--- src/rtl/frame_tx110.sv ---
// frame_tx110: serial "110"-preamble frame transmitter (preamble 1,1,0, payload MSB first, guard 0).
// Define FRAME_TX110_PARITY_EN to insert an even-parity bit between the payload and the guard bit.
module frame_tx110 #(
  parameter int DATA_W = 8
) (
  input  logic              clk,
  input  logic              reset,
  input  logic              tx_valid,
  input  logic [DATA_W-1:0] tx_data,
  input  logic              bit_en,
  output logic              tx_ready,
  output logic              sout,
  output logic              busy,
  output logic              done
);
  localparam int CW = $clog2(DATA_W + 1);
  typedef enum logic [2:0] {
    IDLE,
    PRE,
    DATA,
`ifdef FRAME_TX110_PARITY_EN
    PAR,
`endif
    STOP
  } state_t;
  state_t            state_q, state_d;
  logic [DATA_W-1:0] shift_q, shift_d;
  logic [CW-1:0]     cnt_q, cnt_d;
  logic              sout_q, sout_d;
  logic              done_q, done_d;
`ifdef FRAME_TX110_PARITY_EN
  logic              par_q, par_d;
`endif
  // cnt_q indexes the preamble bit in PRE and counts payload bits already presented in DATA
  always_comb begin
    state_d = state_q;
    shift_d = shift_q;
    cnt_d   = cnt_q;
    sout_d  = sout_q;
    done_d  = 1'b0;
`ifdef FRAME_TX110_PARITY_EN
    par_d   = par_q;
`endif
    case (state_q)
      IDLE: if (tx_valid) begin
        state_d = PRE;
        shift_d = tx_data;
        cnt_d   = '0;
        sout_d  = 1'b1;
`ifdef FRAME_TX110_PARITY_EN
        par_d   = ^tx_data;
`endif
      end
      PRE: if (bit_en) begin
        if (cnt_q == CW'(2)) begin
          state_d = DATA;
          sout_d  = shift_q[DATA_W-1];
          shift_d = {shift_q[DATA_W-2:0], 1'b0};
          cnt_d   = CW'(1);
        end else begin
          sout_d  = (cnt_q == '0);
          cnt_d   = cnt_q + 1'b1;
        end
      end
      DATA: if (bit_en) begin
        if (cnt_q == CW'(DATA_W)) begin
          cnt_d   = '0;
`ifdef FRAME_TX110_PARITY_EN
          state_d = PAR;
          sout_d  = par_q;
`else
          state_d = STOP;
          sout_d  = 1'b0;
`endif
        end else begin
          sout_d  = shift_q[DATA_W-1];
          shift_d = {shift_q[DATA_W-2:0], 1'b0};
          cnt_d   = cnt_q + 1'b1;
        end
      end
`ifdef FRAME_TX110_PARITY_EN
      PAR: if (bit_en) begin
        state_d = STOP;
        sout_d  = 1'b0;
      end
`endif
      STOP: if (bit_en) begin
        state_d = IDLE;
        sout_d  = 1'b0;
        done_d  = 1'b1;
      end
      default: begin
        state_d = IDLE;
        sout_d  = 1'b0;
      end
    endcase
  end
  always_ff @(posedge clk or posedge reset) begin
    if (reset) begin
      state_q <= IDLE;
      shift_q <= '0;
      cnt_q   <= '0;
      sout_q  <= 1'b0;
      done_q  <= 1'b0;
`ifdef FRAME_TX110_PARITY_EN
      par_q   <= 1'b0;
`endif
    end else begin
      state_q <= state_d;
      shift_q <= shift_d;
      cnt_q   <= cnt_d;
      sout_q  <= sout_d;
      done_q  <= done_d;
`ifdef FRAME_TX110_PARITY_EN
      par_q   <= par_d;
`endif
    end
  end
  assign tx_ready = (state_q == IDLE);
  assign busy     = (state_q != IDLE);
  assign sout     = sout_q;
  assign done     = done_q;
endmodule

--- config.mk ---
export PLATFORM = sky130hd
export DESIGN_NAME = frame_tx110
export DESIGN_NICKNAME = d
export VERILOG_FILES = /design/src/rtl/frame_tx110.sv
export SDC_FILE = /design/constraint.sdc
export NUM_CORES = 1
export LEC_CHECK = 0
export ABC_AREA = 1
export CELL_PAD_IN_SITES_DETAIL_PLACEMENT = 0
export CELL_PAD_IN_SITES_GLOBAL_PLACEMENT = 1
export CORE_ASPECT_RATIO = 1.75
export CORE_MARGIN = 3
export CORE_UTILIZATION = 35
export DETAILED_ROUTE_END_ITERATION = 12
export PLACE_DENSITY_LB_ADDON = 0.1
export REMOVE_ABC_BUFFERS = 1
export SLEW_MARGIN = 10
export SYNTH_ARGS = -nofsm -noshare
export SYNTH_HDL_FRONTEND = slang
export SYNTH_SLANG_ARGS = --single-unit
--- constraint.sdc ---
create_clock -name clk -period 1.71 [get_ports clk]
set_clock_uncertainty 0.2 [all_clocks]
set_input_delay 0.2565 -clock clk [delete_from_list [all_inputs] [get_ports clk]]
set_output_delay 0.2565 -clock clk [all_outputs]
set_load 0.005 [all_outputs]
==> impl_metrics.json, run 1 <==
{
  "coreArea_um2": 2990,
  "io_pins": 16,
  "r2r-start": "state_q[1]",
  "crit_chain": "buf_6 > ha_1 > nand2_2 > nand2_4 > nor2_8 > buf_6 > nor2_2 > o21bai_1",
  "setup_ws_ps": -18.9,
  "diodes": 0,
  "post-route-min-period_ps": 1730,
  "initial_core_util_pct": 37.1,
  "layout-drive-gt1-share_pct": 28.4,
  "htreeDepth": 1,
  "die_area_um2": 3910,
  "worst_ep_arrival_time_ps": 1660,
  "pwr-share-clk_pct": 11.6,
  "relSlewSlack_pct": 82.6,
  "synthesis.area_um2": 1110,
  "ff2ff_path_depth": 8,
  "nets": 211,
  "slowest_stage": "dfrtp_1",
  "fmax_ghz": 0.578,
  "power_switching_uw": 1350,
  "synth_cells": 152,
  "syn_to_final_growth_pct": 43.9,
  "post_drt_wl_per_cell_um": 11.2,
  "dp_cells": 224,
  "crit_required_ps": 1650,
  "end_kind": "flip-flop",
  "grt_overflow_total": 0,
  "grt_pass1_wl_um": 4480,
  "cp-start-kind": "flip-flop",
  "grt_setup_unrepaired": "true",
  "cts_buffers": 3,
  "drc": 0,
  "grt_pass1_vias": 1106,
  "seq_area_frac_synth_pct": 36.0,
  "p_int_uw": 1650,
  "max_stage_delay_ps": 400,
  "grt_use_total_pct": 14.6,
  "antenna_found_initial": 0,
  "tightest_slew_ps": 260,
  "regToRegSetupSlack_ps": -20,
  "setup_viol": 1,
  "critPathMaxFanout": 7,
  "ys_ff_latch": 16,
  "p_per_area_nw_per_um2": 1880,
  "slew_viol_final": 0,
  "combPwrFrac_pct": 67.6,
  "period_share_pct": 101,
  "vdd_ir_drop_max_v": 0.00100,
  "cts_root_buf": "clkbuf_8",
  "cts_tree": "yes",
  "cts_sinks": 16,
  "ant_nets": 0,
  "place_congestion": 0.796,
  "clk_latency_ps": 260,
  "p_sw_share_pct": 44.8,
  "final.setup.tns_ps": -18.9,
  "dp_hpwl_um": 2030,
  "drt_iter0_drc": 14,
  "hold_viol_final": 0,
  "rr_endpoint": "cnt_q[3]",
  "viasPerCell": 4.61,
  "num_rows": 26,
  "instances_no_fill": 232,
  "min_path_type": "in2async",
  "die_x_um": 48.6,
  "cp_num_buf_inv": 2,
  "grt_max_degree": 17,
  "drt_wl_total_um": 2610,
  "pwr-share-seq_pct": 20.8,
  "cpMostUsedCell": "buf_6",
  "critical_path_class": "reg2reg",
  "synth_cell_type_count": 24,
  "power.leakage_uw": 0.000869,
  "numPortBuffers": 15,
  "status": "complete, but fails checks",
  "yosys_warnings": 0,
  "chipHeight_um": 80.5,
  "via_count": 1070,
  "clk_pin_slew_ps": 70,
  "postCtsHoldBufs": 0,
  "drt_pass1_iterations": 4,
  "clockBufferDepth": 2,
  "max-cap-violations": 0,
  "postSynthAreaPerCell_um2": 7.31,
  "violations": "negative setup slack",
  "critical_path.top_delay_family": "flip-flops"
}
-- worst max-delay path by stage --
stage	from	end	slack, ps	cells past startpoint
after floorplan	state_q[0]	shift_q[0]	70	8
after global routing	state_q[0]	cnt_q[3]	-90	9
after global placement	bit_en	shift_q[4]	-60	8
final	state_q[1]	cnt_q[3]	-20	8
after detailed placement	bit_en	shift_q[3]	-80	8
after CTS	state_q[1]	cnt_q[3]	-70	8
-- state kept, by name (all words and copies together) (netlist names) --
name	cells
sout	1
shift_q	8
state_q	2
done	1
cnt_q	4
-- placed cells by master (no fill, tap or decap), drive strengths merged, types with 5 or more instances in the layout --
| cell | netlist | routed |
|---|---|---|
| clkbuf | 0 | 5 |
| nand4 | 10 | 10 |
| nand2 | 75 | 75 |
| nand3 | 8 | 8 |
| clkdlybuf4s50 | 0 | 13 |
| dfrtp | 16 | 16 |
| nor2 | 5 | 5 |
| ha | 8 | 8 |
| inv | 19 | 19 |
| buf | 2 | 22 |
-- worst register-to-register path: stages (launching register included) --
cell and delay [ps]:
dfrtp_1 400, buf_6 130, ha_1 230, nand2_2 110, nand2_4 80, nor2_8 160, buf_6 120, nor2_2 30
o21bai_1 150
-- area by class of cell --
class	instances	area (µm²)
inverter	20	77.6
tap	42	52.6
multi-input combinational	114	687
sequential	16	400
timing repair buffer	36	327
fill	301	1390
clock buffer	4	55.1
-- synth_stat cells, drive strengths merged --
cell | instances | share of area (%)
o21bai | 1 | 0.68
inv | 19 | 6.4
nor3 | 1 | 0.45
dfrtp | 16 | 36
nand2 | 75 | 29
clkinv | 1 | 0.34
a21oi | 1 | 0.45
nand4 | 10 | 6.2
o21ai | 3 | 1.4
buf | 2 | 1.5
ha | 8 | 9.0
nor2 | 5 | 3.4
nor3b | 1 | 0.68
or2 | 1 | 0.56
nand3 | 8 | 4.1
-- through the flow --
stage	setup WS (ps)	hold slack (ps)	utilization [%]	total power (µW)	area, µm²
CTS	-67.6	117	50.6	2830	1520
finish	-18.9	110	53.4	3000	1600
global route	-87.6	153	53.4	3290	1600
detailed placement	-82.4	264	47.6	2400	1430
floorplan	72.9	-29.8	-	1730	1090
global placement	-59.0	261	47.6	2370	1430
-- what timing repair did --
action / in CTS / in global routing
pin swaps: 4 / 8
setup buffers: 3 / 1
hold endpoints to repair: 0 / 0
setup endpoints to repair: 11 / 16
gates resized for setup: 8 / 23
-- routing by layer --
| metal | GRT usage, % | share of wire [%] |
|---|---|---|
| met5 | 0 | 0 |
| met4 | 5.98 | 1.7 |
| met3 | 1.86 | 3.2 |
| met2 | 29.7 | 53 |
| met1 | 14.5 | 42 |
-- cell families (layout without fill, tap and decap cells) --
family | count (synthesis) | count (layout) | share of synthesized area [%]
buf+inv | 22 | 60 | 8.22
simple gates | 101 | 101 | 44.3
flops | 16 | 16 | 36.0
compound gates | 5 | 5 | 2.48
fa+ha+maj | 8 | 8 | 9.01
-- power groups by stage --
stage | registers [µW] | clock network, µW | logic (µW)
after floorplan | 619 | 0 | 1110
after global placement | 627 | 0 | 1750
after detailed placement | 630 | 0 | 1770
after CTS | 618 | 359 | 1850
after global routing | 643 | 381 | 2270
final | 625 | 347 | 2030
No activity file was read; power rests on OpenSTA's default activity.
==> run 2: changes to the inputs <==
--- a/config.mk
+++ b/config.mk
@@ -12,9 +12,10 @@
 export CORE_MARGIN = 3
 export CORE_UTILIZATION = 35
 export DETAILED_ROUTE_END_ITERATION = 12
-export PLACE_DENSITY_LB_ADDON = 0.1
+export PLACE_DENSITY = 0.76
 export REMOVE_ABC_BUFFERS = 1
 export SLEW_MARGIN = 10
 export SYNTH_ARGS = -nofsm -noshare
 export SYNTH_HDL_FRONTEND = slang
 export SYNTH_SLANG_ARGS = --single-unit
+export TNS_END_PERCENT = 1
==> run 2 against run 1 <==
Effect of this change:
- the flow still finishes with violations (negative setup slack)
- count of clock-buffer cells in the layout stayed put
- global-route usage is 0.11 points higher
- critical endpoint unchanged
- critical path type unchanged
- maximum frequency is 0.58% higher
==> impl_metrics.json, run 2 (same netlist as run 1, synthesis figures left out) <==
{
  "status": "complete, but fails checks",
  "violations": "negative setup slack",
  "io_pins": 16,
  "initial_core_util_pct": 37.1,
  "num_rows": 26,
  "grt_max_degree": 17,
  "cts_tree": "yes",
  "power.leakage_uw": 0.000848,
  "grt_use_total_pct": 14.7,
  "largest_register_ffs": 8,
  "period_share_pct": 101,
  "cts_root_buf": "clkbuf_8",
  "post_drt_wl_per_cell_um": 11.6,
  "place_congestion": 0.868,
  "grt_pass1_vias": 1036,
  "top_regs": "shift_q (8), cnt_q (4), state_q (2)",
  "drc": 0,
  "die_x_um": 48.6,
  "chipHeight_um": 80.5,
  "drt_wl_total_um": 2650,
  "worst_ep_arrival_time_ps": 1650,
  "regArea_um2": 402,
  "grt_setup_unrepaired": "true",
  "cts_buffers": 3,
  "htreeDepth": 1,
  "critical_path_class": "reg2reg",
  "syn_to_final_growth_pct": 41.6,
  "vdd_ir_drop_max_v": 0.00101,
  "tightest_slew_ps": 260,
  "post-route-min-period_ps": 1720,
  "regToRegSetupSlack_ps": -9,
  "cpMostUsedCell": "buf_6",
  "clockBufferDepth": 2,
  "setup_ws_ps": -8.88,
  "diodes": 0,
  "slew_viol_final": 0,
  "clk_pin_slew_ps": 70,
  "min_path_type": "in2async",
  "max_stage_delay_ps": 410,
  "fillCellCount": 319,
  "critPathMaxFanout": 7,
  "dp_hpwl_um": 1990,
  "layout_commonest_cell": "nand2_1",
  "antenna_found_initial": 0,
  "hold_viol_final": 0,
  "drt_iter0_drc": 18,
  "top_register": "shift_q",
  "cts_sinks": 16,
  "viasPerCell": 4.62,
  "drt_pass1_iterations": 4,
  "nets": 207,
  "via_count": 1053,
  "critical_path.top_delay_family": "buffers and inverters",
  "ant_nets": 0,
  "fmax_ghz": 0.582,
  "coreArea_um2": 2990,
  "relSlewSlack_pct": 82.7,
  "die_area_um2": 3910,
  "max-cap-violations": 0,
  "setup_viol": 2,
  "p_per_area_nw_per_um2": 1880,
  "layout-drive-gt1-share_pct": 29.6,
  "grt_pass1_wl_um": 4510,
  "crit_chain": "buf_6 > buf_6 > ha_4 > inv_4 > nand2_4 > nor2_8 > buf_4 > nor2_2 > o21bai_1",
  "dpl_cell_area_um2": 1390,
  "cp-start-kind": "flip-flop",
  "cp_num_buf_inv": 4,
  "r2r-start": "state_q[1]",
  "crit_required_ps": 1640,
  "slowest_stage": "dfrtp_1",
  "multi_input_area_um2": 693,
  "design_area_um2": 1570,
  "end_kind": "flip-flop",
  "grt_overflow_total": 0,
  "post-place-ws_ps": -79.3,
  "clk_latency_ps": 250,
  "startpoint": "state_q[1]",
  "postCtsHoldBufs": 0,
  "numPortBuffers": 15,
  "final_cell_mix": "nand2_1 (59), dfrtp_1 (15), inv_1 (14), clkdlybuf4s50_1 (13)"
}
[run 2: cell count changes in the layout (fill, tap and decap cells not counted), sizes merged]
| cell | change |
|---|---|
| dlygate4sd2 | +1 |
| buf | -5 |
[run 2: timing repair]
| item | CTS | global route |
|---|---|---|
| resized for setup | 10 | 23 |
| setup endpoints to repair | 9 | 15 |
| setup buffers | 2 | 3 |
| pin swaps | 1 | 7 |
[run 2: final timing paths]
kind                            cells after the start         end
worst max-delay path                                9    cnt_q[3]
worst min register to register                      2  shift_q[6]
max in group asynchronous                           3    cnt_q[1]
worst min-delay path                                3  state_q[1]
min in group clk                                    2  shift_q[6]
worst max register to register                      9    cnt_q[3]
[run 2: cell type report]
type / count / area share [%]
clock buffers: 4 / 3.50
inverters: 20 / 5.09
multi-input cells: 114 / 44.1
flip-flops and latches: 16 / 25.5
well taps: 42 / 3.34
repair buffers: 32 / 18.5
[run 2: tightest hold or removal path: cells and delay by family]
family | cells | cell delay (ps)
buffers and inverters | 3 | 680
[run 2: power breakdown]
part	leakage, µW	switching, µW	internal [µW]
clock network	0.0000288	138	204
logic	0.000613	1100	882
registers	0.000206	106	531
total	0.000848	1340	1620
[run 2: metal layers]
layer	up-vias	share of wire (%)	GRT usage, %
li1	544	-	-
met1	490	41	16.3
met2	15	56	27.6
met3	4	2.2	1.67
met4	0	1.5	6.84
met5	-	0	0
[run 2: metrics by stage]
stage | util [%] | TNS [ps] | power, µW | std cells | hold WS (ps)
2_1_floorplan | - | 0 | 1730 | 150 | -29.8
5_1_grt | 52.6 | -886 | 3250 | 228 | 149
3_5_place_dp | 46.4 | -585 | 2330 | 219 | 262
4_1_cts | 49.5 | -57.2 | 2760 | 225 | 123
6_report | 52.6 | -17.3 | 2960 | 228 | 112
3_3_place_gp | 46.4 | -225 | 2310 | 219 | 259
